--- config.mk ---
export PLATFORM = sky130hd
export DESIGN_NAME = msg_write
export DESIGN_NICKNAME = d
export VERILOG_FILES = /design/src/rtl/msg_pkg.sv /design/src/rtl/pulse_timer.sv /design/src/rtl/msg_write.sv
export SDC_FILE = /design/constraint.sdc
export NUM_CORES = 1
export LEC_CHECK = 0
export BUFFER_PORTS_ARGS = -buffer_cell sky130_fd_sc_hd__buf_2
export CORE_ASPECT_RATIO = 0.7
export CORE_MARGIN = 8
export CORE_UTILIZATION = 25
export CTS_CLUSTER_DIAMETER = 80
export DETAILED_ROUTE_END_ITERATION = 16
export PLACE_DENSITY = 0.4
export SLEW_MARGIN = 20
export SYNTH_ARGS = -nofsm -noshare
export SYNTH_HDL_FRONTEND = slang
export SYNTH_SLANG_ARGS = --single-unit
--- constraint.sdc ---
create_clock -name OPB_CLK -period 2.8 [get_ports OPB_CLK]
set_input_delay 0.56 -clock OPB_CLK [delete_from_list [all_inputs] [get_ports OPB_CLK]]
set_output_delay 0.56 -clock OPB_CLK [all_outputs]
set_load 0.005 [all_outputs]
--- src/rtl/msg_pkg.sv ---
// rtl/msg_pkg.sv - shared frame constants, FSM state type and frame byte helpers for msg_read/msg_write
package msg_pkg;

  localparam logic [7:0] HDR_WR  = 8'h5A;
  localparam logic [7:0] HDR_RD  = 8'h5B;
  localparam logic [7:0] HDR_ERR = 8'h5E;
  localparam logic [7:0] TAIL_WR = 8'hA5;
  localparam logic [7:0] TAIL    = 8'hA4;

  localparam logic [3:0] RD_FRAME_LEN  = 4'd10;
  localparam logic [3:0] ERR_FRAME_LEN = 4'd3;

  typedef enum logic [1:0] {
    IDLE      = 2'd0,
    WAIT_DATA = 2'd1,
    SEND_RD   = 2'd2,
    SEND_ERR  = 2'd3
  } state_e;

  // Big-endian address then data, bracketed by header and tail.
  function automatic logic [7:0] rd_frame_byte(input logic [3:0]  idx,
                                               input logic [31:0] addr,
                                               input logic [31:0] data);
    case (idx)
      4'd0:    return HDR_RD;
      4'd1:    return addr[31:24];
      4'd2:    return addr[23:16];
      4'd3:    return addr[15:8];
      4'd4:    return addr[7:0];
      4'd5:    return data[31:24];
      4'd6:    return data[23:16];
      4'd7:    return data[15:8];
      4'd8:    return data[7:0];
      default: return TAIL;
    endcase
  endfunction

  function automatic logic [7:0] err_frame_byte(input logic [3:0] idx,
                                                input logic [7:0] cnt);
    case (idx)
      4'd0:    return HDR_ERR;
      4'd1:    return cnt;
      default: return TAIL;
    endcase
  endfunction

endpackage

--- src/rtl/pulse_timer.sv ---
// rtl/pulse_timer.sv - timebase rising-edge detector with a saturating, clearable timeout counter
module pulse_timer #(
  parameter int unsigned W = 16
) (
  input  logic         clk_i,
  input  logic         rst_i,
  input  logic         pulse_i,
  input  logic         clear_i,
  input  logic         enable_i,
  input  logic [W-1:0] limit_i,
  output logic         expired_o
);

  logic         pulse_q;
  logic [W-1:0] cnt_q, cnt_d;
  logic         rise;

  assign rise      = pulse_i & ~pulse_q;
  assign expired_o = (cnt_q == limit_i);

  always_comb begin
    cnt_d = cnt_q;
    if (clear_i) begin
      cnt_d = '0;
    end else if (enable_i && rise && (cnt_q != limit_i)) begin
      cnt_d = cnt_q + {{(W-1){1'b0}}, 1'b1};
    end
  end

  always_ff @(posedge clk_i) begin
    if (rst_i) begin
      pulse_q <= 1'b0;
      cnt_q   <= '0;
    end else begin
      pulse_q <= pulse_i;
      cnt_q   <= cnt_d;
    end
  end

endmodule

--- src/rtl/msg_write.sv ---
// rtl/msg_write.sv - OPB read-response and error-frame serialiser into the TX FIFO
module msg_write #(
  parameter int unsigned RD_LAT     = 2,
  parameter int unsigned TX_TIMEOUT = 200
) (
  input  logic        OPB_CLK,
  input  logic        OPB_RST,
  input  logic        PULSE_2KHZ,
  input  logic        OPB_RE,
  input  logic [31:0] OPB_ADDR,
  input  logic [31:0] OPB_DI,
  input  logic        ERR_IN,
  output logic        TX_FIFO_WR,
  output logic [7:0]  TX_FIFO_DATA,
  input  logic        TX_FIFO_FULL,
  output logic        BUSY,
  output logic        OVERRUN,
  output logic        TX_TIMEOUT_FLAG
);

  import msg_pkg::*;

  localparam logic [3:0]  LAT_LOAD = 4'(RD_LAT - 1);
  localparam logic [15:0] TO_LIMIT = 16'(TX_TIMEOUT);

  state_e      state_q, state_d;
  logic [3:0]  idx_q, idx_d;
  logic [3:0]  lat_q, lat_d;
  logic [31:0] addr_q, addr_d;
  logic [31:0] data_q, data_d;
  logic [7:0]  err_cnt_q, err_cnt_d;
  logic [7:0]  err_snap_q, err_snap_d;
  logic        err_pend_q, err_pend_d;
  logic        err_in_q;
  logic        wr_q, wr_d;
  logic [7:0]  byte_q, byte_d;
  logic        ovr_q, ovr_d;
  logic        to_q, to_d;

  logic        err_rise;
  logic [7:0]  cur_byte;
  logic [3:0]  last_idx;
  logic        tmr_clear, tmr_en, tmr_expired;

  assign err_rise = ERR_IN & ~err_in_q;

  always_comb begin
    cur_byte = rd_frame_byte(idx_q, addr_q, data_q);
    last_idx = RD_FRAME_LEN - 4'd1;
    if (state_q == SEND_ERR) begin
      cur_byte = err_frame_byte(idx_q, err_snap_q);
      last_idx = ERR_FRAME_LEN - 4'd1;
    end
  end

  pulse_timer #(.W(16)) u_timer (
    .clk_i     (OPB_CLK),
    .rst_i     (OPB_RST),
    .pulse_i   (PULSE_2KHZ),
    .clear_i   (tmr_clear),
    .enable_i  (tmr_en),
    .limit_i   (TO_LIMIT),
    .expired_o (tmr_expired)
  );

  always_comb begin
    state_d    = state_q;
    idx_d      = idx_q;
    lat_d      = lat_q;
    addr_d     = addr_q;
    data_d     = data_q;
    err_cnt_d  = err_cnt_q;
    err_snap_d = err_snap_q;
    err_pend_d = err_pend_q;
    wr_d       = 1'b0;
    byte_d     = byte_q;
    ovr_d      = OPB_RE && (state_q != IDLE);
    to_d       = 1'b0;
    tmr_clear  = 1'b1;
    tmr_en     = 1'b0;

    if (err_rise) begin
      err_cnt_d  = err_cnt_q + 8'd1;
      err_pend_d = 1'b1;
    end

    case (state_q)
      IDLE: begin
        idx_d = 4'd0;
        if (OPB_RE) begin
          addr_d  = OPB_ADDR;
          lat_d   = LAT_LOAD;
          state_d = WAIT_DATA;
        end else if (err_pend_q) begin
          // An edge arriving this very cycle is not in the snapshot, so keep it pending.
          err_pend_d = err_rise;
          err_snap_d = err_cnt_q;
          state_d    = SEND_ERR;
        end
      end
      WAIT_DATA: begin
        lat_d = lat_q - 4'd1;
        if (lat_q == 4'd0) begin
          data_d  = OPB_DI;
          state_d = SEND_RD;
        end
      end
      SEND_RD, SEND_ERR: begin
        tmr_clear = 1'b0;
        tmr_en    = TX_FIFO_FULL;
        if (tmr_expired) begin
          to_d    = 1'b1;
          idx_d   = 4'd0;
          state_d = IDLE;
        end else if (!TX_FIFO_FULL) begin
          wr_d      = 1'b1;
          byte_d    = cur_byte;
          tmr_clear = 1'b1;
          if (idx_q == last_idx) begin
            idx_d   = 4'd0;
            state_d = IDLE;
          end else begin
            idx_d = idx_q + 4'd1;
          end
        end
      end
      default: state_d = IDLE;
    endcase
  end

  always_ff @(posedge OPB_CLK) begin
    if (OPB_RST) begin
      state_q    <= IDLE;
      idx_q      <= 4'd0;
      lat_q      <= 4'd0;
      addr_q     <= 32'd0;
      data_q     <= 32'd0;
      err_cnt_q  <= 8'd0;
      err_snap_q <= 8'd0;
      err_pend_q <= 1'b0;
      err_in_q   <= 1'b0;
      wr_q       <= 1'b0;
      byte_q     <= 8'd0;
      ovr_q      <= 1'b0;
      to_q       <= 1'b0;
    end else begin
      state_q    <= state_d;
      idx_q      <= idx_d;
      lat_q      <= lat_d;
      addr_q     <= addr_d;
      data_q     <= data_d;
      err_cnt_q  <= err_cnt_d;
      err_snap_q <= err_snap_d;
      err_pend_q <= err_pend_d;
      err_in_q   <= ERR_IN;
      wr_q       <= wr_d;
      byte_q     <= byte_d;
      ovr_q      <= ovr_d;
      to_q       <= to_d;
    end
  end

  assign TX_FIFO_WR      = wr_q;
  assign TX_FIFO_DATA    = byte_q;
  assign BUSY            = (state_q != IDLE);
  assign OVERRUN         = ovr_q;
  assign TX_TIMEOUT_FLAG = to_q;

endmodule
==> results of run 1 <==
[cells in the mapped netlist (all sizes together), types with 6 or more instances]
cell | number | area (um^2)
nor2 | 49 | 184
nand4 | 9 | 56.3
clkbuf | 41 | 154
nand3 | 13 | 70.1
nor3 | 7 | 35.0
a21oi | 86 | 430
nand3b | 6 | 45.0
ha | 9 | 113
nor2b | 7 | 43.8
xor2 | 14 | 123
a22oi | 6 | 45.0
and3 | 9 | 61.3
xnor2 | 11 | 96.3
o21ai | 15 | 75.1
nand2 | 170 | 638
inv | 16 | 60.1
a31oi | 7 | 58.8
dfxtp | 120 | 2400
[cell type report]
cell class,count,share of cell area [%]
Clock inverter,8,2.52
Timing Repair Buffer,97,8.31
Multi-Input combinational cell,481,39.8
Sequential cell,120,36.1
Tap cell,276,5.19
Inverter,16,0.903
Clock buffer,23,7.18
[power by group]
group	internal, mW	switching [mW]
registers	1.98	0.232
clock network	1.64	0.764
logic	0.583	0.999
[flip-flops by register name, indices dropped and copies added (netlist names)]
register         count
addr_q              32
data_q              32
u_timer.cnt_q       16
TX_FIFO_DATA         8
err_cnt_q            8
err_snap_q           8
idx_q                4
lat_q                4
state_q              2
OVERRUN              1
TX_FIFO_WR           1
TX_TIMEOUT_FLAG      1
err_in_q             1
err_pend_q           1
u_timer.pulse_q      1
[metrics by stage]
stage	utilization, %	total power [mW]	worst slack, ns
floorplan	-	3.24	0.679
finish	32.1	6.20	0.529
global placement	28.9	3.82	0.598
global route	32.1	6.57	0.399
detailed placement	28.9	3.85	0.552
CTS	32.1	6.28	0.520
[cell families after synthesis]
| logic type | share of synthesized area (%) |
|---|---|
| buffers and inverters | 4.84 |
| flip-flops | 45.3 |
| multiplexers | 1.16 |
| AO/OA/AOI/OAI | 17.9 |
| adder cells (fa/ha/maj) | 2.12 |
| AND/OR/NAND/NOR | 24.5 |
| XOR/XNOR | 4.13 |
[metal layers]
metal,vias up,track usage (%),wire [um]
met5,-,0,0
met4,0,3.16,80
met3,4,3.94,952
met2,91,18.7,6850
met1,2216,17.9,8630
li1,2407,-,-
[critical path, delay by kind of cell (launching register included)]
kind,cells,cell delay [ns]
buffers and inverters,1,0.07
adders and majority gates,1,0.13
muxes,1,0.14
DFF,1,0.34
AOI/OAI and AO/OA,1,0.22
and+or+nand+nor,3,1.28
[layout by cell type (no fill, tap or decap), drive strengths merged, types with 11 or more instances in the layout]
cell type / n
nand2: 170
xor2: 14
nor2: 49
dfxtp: 120
xnor2: 11
a21oi: 86
o21ai: 15
clkbuf: 23
nand3: 13
buf: 97
inv: 16
[final timing paths]
path	depth (start not counted)	endpoint	slack (ns)
max reg2reg	7	TX_FIFO_DATA[4]$_SDFFE_PP0P_	0.53
max	7	TX_FIFO_DATA[4]$_SDFFE_PP0P_	0.53
min	2	u_timer.pulse_q$_SDFF_PP0_	0.38
min reg2reg	2	data_q[14]$_SDFFE_PP0P_	0.45
==> impl_metrics.py, run 1 <==
metrics = {
    "setup_path": {
        "slowest_delay_ns": 0.62,
        "arrival_ns": 2.60,
        "path_class": "flip-flop to flip-flop",
        "worstSetupStartpointType": "flip-flop",
        "path_cells": "inv_1 -> ha_1 -> or3b_1 -> or4_4 -> and3_4 -> mux2i_1 -> a311oi_2",
        "cp.required_ns": 3.13,
        "worstReg2RegStart": "u_timer.cnt_q[0]$_SDFFE_PP0P_",
        "crit_path_max_fanout": 11,
        "crit_path_end_kind": "flip-flop",
        "crit_slowest_cell": "or4_4",
        "worstSetupStartpoint": "u_timer.cnt_q[0]$_SDFFE_PP0P_",
    },
    "global_routing": {
        "grt_pass1_wl_um": 26000,
        "grt_pass1_vias": 4719,
        "grt_usage_pct": 12.8,
        "grt_overflow": 0,
        "antenna_found_initial": 0,
        "grt_max_degree": 59,
    },
    "synthesis": {
        "async_reset_ff_share_pct": 0,
        "synthFlopType": "dfxtp_1",
        "ys_seq_area_share_pct": 45.3,
        "synth_edf_count": 0,
        "syn_nets": 742,
        "synth_cell_types": 53,
        "syn_area_um2": 5300,
        "synth-seq-cells": 120,
        "syn_area_per_cell_um2": 8.00,
        "yosysWarnings": 0,
        "syn_inst": 663,
    },
    "placed_design": {
        "io_buffers": 81,
        "hpwl_um": 12400,
        "placed_cell_area_um2": 6010,
        "placed_cells": 990,
        "gp_congestion": 0.823,
    },
    "power": {
        "power_leakage_nw": 2.48,
        "powerDensity_nw_per_um2": 932,
        "ir_drop_v": 0.000466,
    },
    "route": {
        "first_pass_iters": 5,
        "totalWireLength_um": 16500,
        "drcViolationCount": 0,
        "avgRoutedWirePerCell_um": 16.2,
        "drt-initial-drc-count": 244,
        "antenna_left": 0,
        "viasPerCell": 4.62,
        "vias": 4718,
    },
    "die": {
        "die_h_um": 138,
        "die_area_um2": 26200,
        "start_util_pct": 25.5,
        "core_um2": 20800,
        "num_rows": 44,
        "io_pins": 82,
        "fp.dieW_um": 190,
    },
    "finish": {
        "finalNonFillerCells": 1021,
        "fin_area_um2": 6650,
        "fin_nets": 812,
        "antenna_cells": 0,
        "nFillCells": 2229,
        "multi_input_area_um2": 2650,
        "seq_area_um2": 2400,
        "syn2layout_area_growth_pct": 25.5,
        "drive_gt1_share_pct": 18.8,
    },
    "sta": {
        "whs_ns": 0.378,
        "slew_headroom_pct": 56.1,
        "finalCritPeriodShare_pct": 81.1,
        "tightestPinTransition_ns": 0.657,
        "slew_violations": 0,
        "final.setup.tns_ns": 0,
        "hold_viol": 0,
        "clock.fmax_mhz": 440,
        "setup_viol": 0,
        "rsz0062_at_grt": "false",
        "fin_crit_ns": 2.27,
        "skew_ns": 0.00569,
    },
    "clock_network": {
        "cts.clk_slew.worst_paths_ns": 0.05,
        "cts.sinks": 120,
        "cts_tree": "built",
        "cts_buffer_depth": 2,
        "cts-resized-gates": 0,
        "cts_setup_buffers": 0,
        "cts_hold_repair.buffers": 0,
        "numCtsBuffers": 17,
        "clk_latency_ns": 0.41,
        "root_buffer": "clkbuf_16",
        "htree_levels": 4,
    },
    "worst_hold_path": {
        "min_path_type": "input pin to flip-flop",
        "hold_start": "PULSE_2KHZ",
    },
    "status": {
        "status": "completed",
    },
    "run": {
        "drv_cap": 0,
    },
}
No activity file was read; power rests on OpenSTA's default activity.
==> run 2, diff against run 1 <==
--- a/config.mk
+++ b/config.mk
@@ -5,13 +5,14 @@
 export SDC_FILE = /design/constraint.sdc
 export NUM_CORES = 1
 export LEC_CHECK = 0
+export ABC_AREA = 1
 export BUFFER_PORTS_ARGS = -buffer_cell sky130_fd_sc_hd__buf_2
 export CORE_ASPECT_RATIO = 0.7
 export CORE_MARGIN = 8
 export CORE_UTILIZATION = 25
 export CTS_CLUSTER_DIAMETER = 80
 export DETAILED_ROUTE_END_ITERATION = 16
-export PLACE_DENSITY = 0.4
+export PLACE_DENSITY = 0.39
 export SLEW_MARGIN = 20
 export SYNTH_ARGS = -nofsm -noshare
 export SYNTH_HDL_FRONTEND = slang
==> constraint.sdc (replaced) <==
create_clock -name OPB_CLK -period 2.3 [get_ports OPB_CLK]
set_input_delay 0.46 -clock OPB_CLK [delete_from_list [all_inputs] [get_ports OPB_CLK]]
set_output_delay 0.46 -clock OPB_CLK [all_outputs]
set_load 0.005 [all_outputs]
==> impl_metrics.py, run 2 <==
metrics = {
    "status": {
        "status": "completed",
    },
    "global_routing": {
        "grt_pass1_vias": 5394,
        "grt_max_degree": 88,
        "grt_pass1_wl_um": 29400,
        "antenna_found_initial": 0,
        "grt_usage_pct": 13.2,
        "grt_overflow": 0,
    },
    "die": {
        "core_um2": 23400,
        "io_pins": 82,
        "fp.dieW_um": 199,
        "die_h_um": 144,
        "start_util_pct": 25.2,
        "die_area_um2": 28800,
        "num_rows": 47,
    },
    "synthesis": {
        "synth_edf_count": 0,
        "synth_compound_area_share_pct": 13.9,
        "async_reset_ff_share_pct": 0,
        "synthTopCellsByArea": "dfxtp_1 41%, nor2_1 12%, nand2_1 10%",
        "synth_top_family_by_area": "simple AND/OR/NAND/NOR gates",
        "synthXorXnorAreaFrac_pct": 0.595,
        "syn_nets": 937,
        "synthMuxAreaShare_pct": 0,
        "ys_seq_area_share_pct": 40.8,
        "syn_area_per_cell_um2": 6.86,
        "yosysWarnings": 0,
        "synth_cell_types": 40,
        "synth.largest_area_cell": "dfxtp_1",
        "syn_area_um2": 5890,
        "synth_simple_gate_area_share_pct": 33.4,
        "synthFlopType": "dfxtp_1",
        "syn_inst": 858,
        "netlist.area_leader.share_pct": 40.8,
        "synth_commonest_cells": "183 x nor2_1, 159 x nand2_1, 120 x dfxtp_1",
        "synth.most_common_cell": "nor2_1",
        "synth-seq-cells": 120,
        "synth_adder_area_share_pct": 1.91,
    },
    "sta": {
        "whs_ns": 0.244,
        "slew_violations": 0,
        "final.setup.tns_ns": 0,
        "clock.fmax_mhz": 517,
        "tightestPinTransition_ns": 0.541,
        "setup_viol": 0,
        "fin_ws_ns": 0.364,
        "hold_viol": 0,
        "finalCritPeriodShare_pct": 84.2,
        "rsz0062_at_grt": "false",
        "slew_headroom_pct": 63.9,
        "fin_crit_ns": 1.94,
        "skew_ns": 0.00882,
    },
    "route": {
        "viasPerCell": 4.26,
        "drcViolationCount": 0,
        "avgRoutedWirePerCell_um": 14.3,
        "antenna_left": 0,
        "drt-initial-drc-count": 328,
        "first_pass_iters": 5,
        "totalWireLength_um": 18100,
        "vias": 5378,
    },
    "clock_network": {
        "htree_levels": 4,
        "clk_latency_ns": 0.43,
        "cts_tree": "built",
        "root_buffer": "clkbuf_16",
        "cts_hold_repair.buffers": 0,
        "cts-resized-gates": 0,
        "cts_buffer_depth": 2,
        "cts_setup_buffers": 0,
        "cts.clk_slew.worst_paths_ns": 0.06,
        "cts.sinks": 120,
        "numCtsBuffers": 17,
    },
    "finish": {
        "fin_nets": 1012,
        "syn2layout_area_growth_pct": 21.3,
        "top_regs": "addr_q x32, data_q x32, u_timer.cnt_q x16",
        "drive_gt1_share_pct": 18.1,
        "post-route-util_pct": 30.5,
        "final_cell_mix": "183 x nor2_1, 159 x nand2_1, 120 x dfxtp_1",
        "antenna_cells": 0,
        "fin_area_um2": 7140,
        "final_common_cell": "nor2_1",
    },
    "setup_path": {
        "worst_path_most_repeated_cell": "nand2_1",
        "critPathTopFamily": "simple AND/OR/NAND/NOR gates",
        "r2r_slack_ns": 0.36,
        "crit_path_max_fanout": 8,
        "path_class": "flip-flop to flip-flop",
        "cp.required_ns": 2.61,
        "crit_path_end_kind": "flip-flop",
        "arrival_ns": 2.25,
        "worstSetupStartpointType": "flip-flop",
        "path_cells": "inv_1 -> ha_1 -> nand3_1 -> nand2_1 -> inv_1 -> nand2_1 -> nor2_1 -> nor2_1 -> nand2_1 -> nand2_1 -> a21oi_1",
        "cp.buffers_inverters": 2,
        "worstReg2RegStart": "idx_q[1]$_SDFFE_PP0P_",
        "crit_slowest_cell": "dfxtp_1",
        "r2r_end": "TX_FIFO_DATA[5]$_SDFFE_PP0P_",
        "slowest_delay_ns": 0.37,
        "r2r_cells": 11,
    },
    "worst_hold_path": {
        "hold_depth": 3,
        "hold_start": "PULSE_2KHZ",
        "worstHoldEndpoint": "u_timer.pulse_q$_SDFF_PP0_",
        "min_path_type": "input pin to flip-flop",
    },
    "placed_design": {
        "hpwl_um": 13100,
        "io_buffers": 81,
        "gp_congestion": 0.777,
        "placed_cell_area_um2": 6590,
        "post-place-ws_ns": 0.386,
    },
    "power": {
        "ir_drop_v": 0.000509,
        "powerDensity_nw_per_um2": 1050,
        "power_leakage_nw": 3.11,
    },
    "run": {
        "drv_cap": 0,
    },
}
-- run 2: cell count changes after synthesis, moves of 9 or more --
cell	change
nand4_1	+14
nand2_1	-11
nand3_1	+20
a21oi_1	-41
xnor2_1	-10
inv_2	+9
clkbuf_1	-23
nor2_1	+134
o21ai_0	+78
inv_1	+62
xor2_1	-11
-- run 2: worst register-to-register path, delay by kind of cell, from the launching register on --
kind | cells | cell delay [ns]
buffers and inverters | 2 | 0.18
DFF | 1 | 0.37
and+or+nand+nor | 7 | 0.85
AOI/OAI and AO/OA | 1 | 0.05
adders and majority gates | 1 | 0.36
-- run 2: where the power goes --
| part | switching, mW | leakage, nW | internal [mW] |
|---|---|---|---|
| Sequential | 0.293 | 0.981 | 2.55 |
| Combinational | 1.42 | 1.87 | 0.704 |
| Clock | 1.03 | 0.257 | 1.50 |
-- run 2: metal layers --
metal  global-route usage, %  wire length, um  vias up
li1                        -                -     2895
met1                    19.1             9830     2395
met3                    3.74              640       10
met4                    3.94              124        0
met5                       0                0        -
met2                    18.4             7470       78
-- run 2: cell families (layout without fill, tap and decap cells) --
| logic type | count (synthesis) | after routing |
|---|---|---|
| compound gates | 153 | 153 |
| xor+xnor | 4 | 4 |
| fa+ha+maj | 9 | 9 |
| buf+inv | 126 | 213 |
| flops | 120 | 120 |
| simple gates | 446 | 446 |
-- run 2: stage by stage --
stage / power, mW / std cells
after global routing: 8.09 / 1263
after global placement: 5.05 / 1232
after detailed placement: 5.02 / 1232
final: 7.50 / 1263
after CTS: 7.61 / 1263
after floorplan: 4.33 / 858
-- run 2: worst max-delay path by stage --
stage / from / to / slack (ns) / cells past startpoint
6_report: idx_q[1]$_SDFFE_PP0P_ / TX_FIFO_DATA[5]$_SDFFE_PP0P_ / 0.36 / 11
5_1_grt: idx_q[0]$_SDFFE_PP0P_ / TX_FIFO_DATA[5]$_SDFFE_PP0P_ / 0.09 / 11
4_1_cts: idx_q[0]$_SDFFE_PP0P_ / TX_FIFO_DATA[5]$_SDFFE_PP0P_ / 0.37 / 11
3_5_place_dp: idx_q[0]$_SDFFE_PP0P_ / TX_FIFO_DATA[5]$_SDFFE_PP0P_ / 0.39 / 11
3_3_place_gp: idx_q[1]$_SDFFE_PP0P_ / TX_FIFO_DATA[5]$_SDFFE_PP0P_ / 0.39 / 11
2_1_floorplan: idx_q[1]$_SDFFE_PP0P_ / TX_FIFO_DATA[5]$_SDFFE_PP0P_ / 0.72 / 10
-- run 2: cell type report --
type	count	area, um^2
Timing Repair Buffer	94	528
Inverter	88	333
Clock buffer	19	443
Fill cell	2657	16300
Sequential cell	120	2400
Tap cell	318	398
Multi-Input combinational cell	612	2930
Clock inverter	12	105
